===== src/rtl/period_meter.sv =====
// Period / high-time meter for a slow toggling signal.
// Synchronises sig_in, detects edges, measures rising-to-rising and
// rising-to-falling intervals in clk cycles and flags loss of signal.
// Optional build macro PERIOD_METER_AVG_EN: report the truncated mean of
// every four consecutive measurements instead of each one.
module period_meter #(
    parameter int unsigned CNT_W   = 32,
    parameter int unsigned TIMEOUT = 2**24
) (
    input  logic             clk,
    input  logic             rst,
    input  logic             sig_in,
    output logic [CNT_W-1:0] period,
    output logic [CNT_W-1:0] high_time,
    output logic             meas_valid,
    output logic             no_signal,
    output logic             busy
);

    localparam logic [CNT_W-1:0] CntOne     = {{(CNT_W-1){1'b0}}, 1'b1};
    localparam logic [CNT_W-1:0] TimeoutVal = CNT_W'(TIMEOUT);

    typedef enum logic [0:0] {StIdle, StMeasure} state_e;

    state_e           state_q, state_d;
    logic             s1_q, s2_q, s3_q;
    logic             rise, fall;
    logic [CNT_W-1:0] counter_q, counter_d;
    logic [CNT_W-1:0] hi_q, hi_d;
    logic [CNT_W-1:0] period_q, period_d;
    logic [CNT_W-1:0] high_q, high_d;
    logic             valid_q, valid_d;
    logic             nosig_q, nosig_d;

`ifdef PERIOD_METER_AVG_EN
    logic [CNT_W+1:0] acc_p_q, acc_p_d;
    logic [CNT_W+1:0] acc_h_q, acc_h_d;
    logic [CNT_W+1:0] sum_p, sum_h;
    logic [1:0]       idx_q, idx_d;

    assign sum_p = acc_p_q + {2'b00, counter_q};
    assign sum_h = acc_h_q + {2'b00, hi_q};
`endif

    // Both edges see the same synchroniser depth, so intervals are exact.
    assign rise = s2_q & ~s3_q;
    assign fall = ~s2_q & s3_q;

    // Next-state, counter and measurement update logic.
    always_comb begin
        state_d   = state_q;
        counter_d = counter_q;
        hi_d      = hi_q;
        period_d  = period_q;
        high_d    = high_q;
        valid_d   = 1'b0;
        nosig_d   = nosig_q;
`ifdef PERIOD_METER_AVG_EN
        acc_p_d   = acc_p_q;
        acc_h_d   = acc_h_q;
        idx_d     = idx_q;
`endif
        unique case (state_q)
            StIdle: begin
                counter_d = '0;
                // First rise only arms the measurement.
                if (rise) begin
                    counter_d = CntOne;
                    state_d   = StMeasure;
                    nosig_d   = 1'b0;
                end
            end
            StMeasure: begin
                counter_d = counter_q + CntOne;
                if (fall) begin
                    hi_d = counter_q;
                end
                // A rise on the timeout cycle still counts as a measurement.
                if (rise) begin
                    counter_d = CntOne;
`ifdef PERIOD_METER_AVG_EN
                    idx_d = idx_q + 2'd1;
                    if (idx_q == 2'd3) begin
                        period_d = sum_p[CNT_W+1:2];
                        high_d   = sum_h[CNT_W+1:2];
                        valid_d  = 1'b1;
                        acc_p_d  = '0;
                        acc_h_d  = '0;
                    end else begin
                        acc_p_d  = sum_p;
                        acc_h_d  = sum_h;
                    end
`else
                    period_d = counter_q;
                    high_d   = hi_q;
                    valid_d  = 1'b1;
`endif
                end else if (counter_q == TimeoutVal) begin
                    state_d   = StIdle;
                    nosig_d   = 1'b1;
                    counter_d = '0;
`ifdef PERIOD_METER_AVG_EN
                    idx_d   = 2'd0;
                    acc_p_d = '0;
                    acc_h_d = '0;
`endif
                end
            end
            default: state_d = StIdle;
        endcase
    end

    // State register with synchronous active-low reset.
    always_ff @(posedge clk) begin
        if (!rst) begin
            state_q   <= StIdle;
            s1_q      <= 1'b0;
            s2_q      <= 1'b0;
            s3_q      <= 1'b0;
            counter_q <= '0;
            hi_q      <= '0;
            period_q  <= '0;
            high_q    <= '0;
            valid_q   <= 1'b0;
            nosig_q   <= 1'b0;
`ifdef PERIOD_METER_AVG_EN
            acc_p_q   <= '0;
            acc_h_q   <= '0;
            idx_q     <= 2'd0;
`endif
        end else begin
            state_q   <= state_d;
            s1_q      <= sig_in;
            s2_q      <= s1_q;
            s3_q      <= s2_q;
            counter_q <= counter_d;
            hi_q      <= hi_d;
            period_q  <= period_d;
            high_q    <= high_d;
            valid_q   <= valid_d;
            nosig_q   <= nosig_d;
`ifdef PERIOD_METER_AVG_EN
            acc_p_q   <= acc_p_d;
            acc_h_q   <= acc_h_d;
            idx_q     <= idx_d;
`endif
        end
    end

    assign period     = period_q;
    assign high_time  = high_q;
    assign meas_valid = valid_q;
    assign no_signal  = nosig_q;
    assign busy       = (state_q == StMeasure);

endmodule


===== config.mk =====
export PLATFORM = sky130hd
export DESIGN_NAME = period_meter
export DESIGN_NICKNAME = d
export VERILOG_FILES = /design/src/rtl/period_meter.sv
export SDC_FILE = /design/constraint.sdc
export NUM_CORES = 1
export LEC_CHECK = 0
export CORE_MARGIN = 3
export CORE_UTILIZATION = 45
export CTS_CLUSTER_SIZE = 8
export DETAILED_ROUTE_END_ITERATION = 16
export DONT_BUFFER_PORTS = 1
export PLACE_DENSITY = 0.67
export SYNTH_ARGS = -nofsm -noshare
export SYNTH_HDL_FRONTEND = slang
export SYNTH_SLANG_ARGS = --single-unit
export TNS_END_PERCENT = 1

===== constraint.sdc =====
create_clock -name clk -period 5.1 [get_ports clk]
set_input_delay 0.51 -clock clk [delete_from_list [all_inputs] [get_ports clk]]
set_output_delay 0.51 -clock clk [all_outputs]
set_load 0.02 [all_outputs]

==> metrics.yaml, run 1 <==
outcome: "finished clean"
die_height_um: 115
p_leak_uw: 0.00182
hold_class: "input pin to flop"
endpoint_kind: "flop"
yosysWarnings: 0
syn_area_sq_um: 5350
post-dp-hpwl_mm: 7.56
dp.cells: 729
grt_max_degree: 106
ant_nets: 0
worst-setup-path-type: "flop to flop"
vias_per_cell: 5.42
io_pins: 70
path_clk_slew_ps: 60
synth_common_cells: "nand2_1 (205), dfxtp_1 (134), a21boi_0 (82)"
drt_iter0_drc: 318
rows: 39
yosys.cell_count.top_type: "nand2_1"
finalCriticalPeriod_ps: 2210
path_max_fanout: 16
drcViolationCount: 0
dr_total_vias: 4125
slew_viol_final: 0
holdBufCountCts: 0
worst-path-buf-inv: 0
async_flop_share_pct: 0
critical_path.top_delay_family: "simple AND/OR/NAND/NOR gates"
cts_tree: "done"
antenna_found_initial: 0
cp.required_ps: 5440
synth_cell_types: 35
cts-root-buf: "clkbuf_16"
fill_cells: 1094
cts-buffers-inserted: 17
max_slew.worst_pin.slew_ps: 1250
arrival_ps: 2560
max-vdd-ir-drop_v: 0.000208
skew_ps: 6.11
synthTopCellsByArea: "dfxtp_1 (50%), nand2_1 (14%), a21boi_0 (12%), clkbuf_1 (2.5%), a21boi_1 (2.1%)"
rsz0062_at_grt: "false"
initial_core_util_pct: 46.4
synthesis.nets: 643
fin_cells: 761
gp_congestion: 0.847
io_buffers: 0
max_freq_mhz: 452
areaGrowthSynthToFinish_pct: 11.4
crit_slowest_cell: "or3_1"
cts_resized: 0
finalSetupTns_ps: 0
die_w_um: 115
clock_path_buffers: 2
synth_flop_cell: "dfxtp_1"
gr-usage-all-layers_pct: 18.3
synth_top_area_cell: "dfxtp_1"
cts_setup_buffers: 0
core_sq_um: 11500
grt_pass1_wl_mm: 19.4
finalHoldViolations: 0
syn_area_per_cell_sq_um: 8.38
dieArea_sq_um: 13200
synth_top_area_share_pct: 50.2
drive_gt1_share_pct: 6.31
synth_cells: 638
final-setup-viol-count: 0
cts_sinks: 134
reg2reg_slack_ps: 2890
diodes: 0
timing.slew.headroom_pct: 16.2
drt_wl_total_mm: 11.9
synth-seq-cells: 134
fin_crit_sh_pct: 43.4
cpPeakStageDelay_ps: 630
wl_per_cell_um: 15.7
grt-ovfl-total: 0
nNetsFinal: 610
ys_seq_area_share_pct: 50.2
start_kind: "flop"
power_density_nw_per_um2: 400
firstDrtPassIters: 6
synth_edf_count: 0
cts_max_level: 4
drv_cap: 0
grt_pass1_vias: 3896
worstSkewPairLatency_ps: 410
crit_chain: "ha_1, nand2_1, or3_1, or4_1, a21oi_1"
-- final timing paths --
kind                      from             to  depth (start not counted)
setup / recovery  counter_q[0]  counter_q[30]                          5
hold / removal             rst      no_signal                          1
setup reg to reg  counter_q[0]  counter_q[30]                          5
hold reg to reg       hi_q[26]       hi_q[26]                          2
-- registers in the layout, indices dropped and copies added (netlist names) --
register and cells:
s2_q 1, s1_q 1, busy 1, hi_q 32, no_signal 1, s3_q 1, high_time 32, meas_valid 1
period 32, counter_q 32
-- through the flow --
| step | util (%) | power [uW] | setup WS (ps) | hold WS (ps) | cell area [sq um] |
|---|---|---|---|---|---|
| floorplan | - | 1100 | 3210 | 412 | 5350 |
| finish | 51.8 | 2390 | 2890 | 236 | 5960 |
| global placement | 46.2 | 1100 | 3010 | 440 | 5320 |
| global route | 51.8 | 2460 | 2730 | 219 | 5960 |
| CTS | 51.8 | 2400 | 2880 | 218 | 5960 |
| detailed placement | 46.2 | 1100 | 2930 | 445 | 5320 |
-- placed cells by master, fill, tap and decap left out, drive strengths merged, types with 2 or more instances in the layout --
master / n
bufinv: 4
nand3: 9
o21ai: 6
clkinv: 4
dfxtp: 134
a21oi: 16
nand4: 7
and2: 5
clkinvlp: 2
nand2: 205
nor3: 4
a21boi: 97
xor2: 3
ha: 2
nor4: 9
nor4b: 2
clkbuf: 21
xnor2: 11
o31ai: 13
or3: 8
nor2: 17
or4: 16
and4: 3
inv: 11
-- layout make-up --
type / instances / area, sq um / share of cell area, %
clock inverters: 11 / 171 / 2.88
well taps: 143 / 179 / 3.00
repair buffers: 1 / 7.51 / 0.126
flip-flops and latches: 134 / 2680 / 45.0
clock buffers: 21 / 470 / 7.89
inverters: 10 / 37.5 / 0.630
multi-input cells: 441 / 2410 / 40.5
-- cells by family (layout without fill, tap and decap cells) --
kind of cell / after synthesis / after routing / share of synthesized area (%)
simple gates: 291 / 291 / 24.3
xor+xnor: 14 / 14 / 2.29
flops: 134 / 134 / 50.2
compound gates: 134 / 134 / 17.8
fa+ha+maj: 2 / 2 / 0.468
buf+inv: 63 / 43 / 4.94
-- where the power goes --
| part | internal (uW) | total, uW | switching (uW) |
|---|---|---|---|
| clock | 859 | 1310 | 455 |
| combinational | 11.5 | 20.6 | 9.13 |
| sequential | 1050 | 1050 | 3.13 |
-- metal layers --
layer	share of wire (%)	track usage [%]	wire (um)	vias to the layer above
met5	0	0	0	-
met4	1.6	7.04	191	0
met3	6.4	5.47	758	20
met2	44	27.9	5290	106
met1	48	24.4	5690	1923
li1	-	-	-	2076
Note: power is estimated with default switching activity, not from simulation.
==> run 2, diff against run 1 <==
PLACE_DENSITY = 0.69   (was 0.67)
clock period = 1.8 ns   (was 5.1 ns; I/O delays follow)
==> run 2 against run 1 <==
Effect of this change:
- worst setup slack got worse by 2900 ps
- sequential power grew to 2.8 times the previous value
- flip-flop and latch count unchanged
- clock-buffer cell count decreased by 2
- highest routed layer unchanged
- sequential share of layout area shrank 3.5 points
- wire length is 8.3% higher
- first-iteration DRC count decreased by 9.4%
==> metrics.yaml, run 2 (synthesis gave the netlist of run 1 again) <==
outcome: "finished clean"
worst-path-buf-inv: 1
power_density_nw_per_um2: 1040
slew_viol_final: 0
path_max_fanout: 4
fin_crit_sh_pct: 98.8
final_common_cell: "nand2_1"
fin_area_sq_um: 6500
io_pins: 70
combPwrFrac_pct: 1.6
die_w_um: 115
grt-ovfl-total: 0
crit_slowest_cell: "or3_1"
max_freq_mhz: 562
wl_per_cell_um: 15.8
start_kind: "flop"
worst-setup-path-type: "flop to flop"
dr_total_vias: 4366
cts-root-buf: "clkbuf_16"
fin_total_pwr_uw: 6750
dpl_worst_slack_ps: -117
mostFrequentLayoutCells: "nand2_1 (203), dfxtp_1 (124), a21boi_0 (82)"
hold_class: "input pin to flop"
ant_nets: 0
core_sq_um: 11500
drt_wl_total_mm: 12.9
vias_per_cell: 5.35
nNetsFinal: 665
drv_cap: 0
dieArea_sq_um: 13200
rows: 39
cp.required_ps: 2150
critical_path.top_delay_family: "simple AND/OR/NAND/NOR gates"
endpoint_kind: "flop"
io_buffers: 0
grt_pass1_wl_mm: 21.0
skew_ps: 8.99
clkPwrFrac_pct: 54.3
arrival_ps: 2120
drt_iter0_drc: 288
drive_gt1_share_pct: 16.5
cts-buffers-inserted: 17
cts_sinks: 134
initial_core_util_pct: 46.4
post-dp-hpwl_mm: 8.43
clock_path_buffers: 2
firstDrtPassIters: 5
areaGrowthSynthToFinish_pct: 21.6
fin_ws_ps: 21.4
final-setup-viol-count: 0
grt_max_degree: 105
fin_cells: 816
rsz0062_at_grt: "true"
p_seq_share_pct: 44.1
antenna_found_initial: 0
timing.slew.headroom_pct: 70.5
cts_max_level: 4
crit_chain: "nand4_1, buf_4, or3_1, or4_1, a21oi_1"
cpPeakStageDelay_ps: 420
max_slew.worst_pin.slew_ps: 442
grt_pass1_vias: 4265
finalSetupTns_ps: 0
gp_congestion: 0.833
diodes: 0
finalCriticalPeriod_ps: 1780
switching_share_pct: 19.9
p_leak_uw: 0.00214
cts_tree: "done"
dp.cells: 775
p_int_uw: 5400
drcViolationCount: 0
path_clk_slew_ps: 60
gr-usage-all-layers_pct: 19.9
switching_power_uw: 1340
place_area_sq_um: 5730
max-vdd-ir-drop_v: 0.000674
worstSkewPairLatency_ps: 410
finalHoldViolations: 0
die_height_um: 115
==> run 2: changes by cell type in the layout (fill, tap and decap cells not counted), moves of 2 or more <==
cell,change
buf_12,+4
dfxtp_1,-10
or3_4,+2
buf_4,+48
dfxtp_2,+9
or3_1,-2
clkinv_2,+3
==> run 2: area by class of cell <==
class / instances / area [sq um]
Multi-Input combinational cell: 441 / 2460
Fill cell: 1031 / 5010
Clock buffer: 19 / 453
Inverter: 10 / 37.5
Tap cell: 143 / 179
Timing Repair Buffer: 56 / 497
Sequential cell: 134 / 2700
Clock inverter: 13 / 179
==> run 2: worst paths after layout <==
path,from,end,slack (ps),cells after the start
max,counter_q[19],counter_q[28],20,5
max reg2reg,counter_q[19],counter_q[28],20,5
min reg2reg,hi_q[13],hi_q[13],450,2
min,rst,counter_q[1],150,3
==> run 2: what timing repair did <==
item                                    in CTS  in global routing
buffers inserted                             1                  6
pin swaps                                    2                  7
endpoints found under the hold margin      103                  0
endpoints found under the setup margin      19                 31
gates resized for setup                      6                 10
hold buffers                                 2                  0
==> run 2: power groups by stage <==
stage	logic (uW)	registers (uW)	clock network, uW
after floorplan	74.3	3040	0
after global placement	72.7	3040	0
after detailed placement	73.4	3040	0
after CTS	109	2980	3710
after global routing	118	2980	3850
final	109	2980	3660
==> run 2: per-stage QoR <==
stage / hold slack (ps) / util (%)
final: 148 / 56.5
after global routing: 137 / 56.5
after CTS: 129 / 55.9
after detailed placement: 317 / 49.8
after global placement: 311 / 49.8
after floorplan: 307 / -
==> run 2: per-layer routing <==
metal	wire length, um	GRT usage, %
met5	0	0
met4	219	8.14
met3	743	5.53
met2	6060	31.2
met1	5900	25.9
==> run 2: worst reg2reg max path: stages (launching register included) <==
cell     delay [ps]
dfxtp_1         370
nand4_1         180
buf_4           190
or3_1           420
or4_1           410
a21oi_1         140
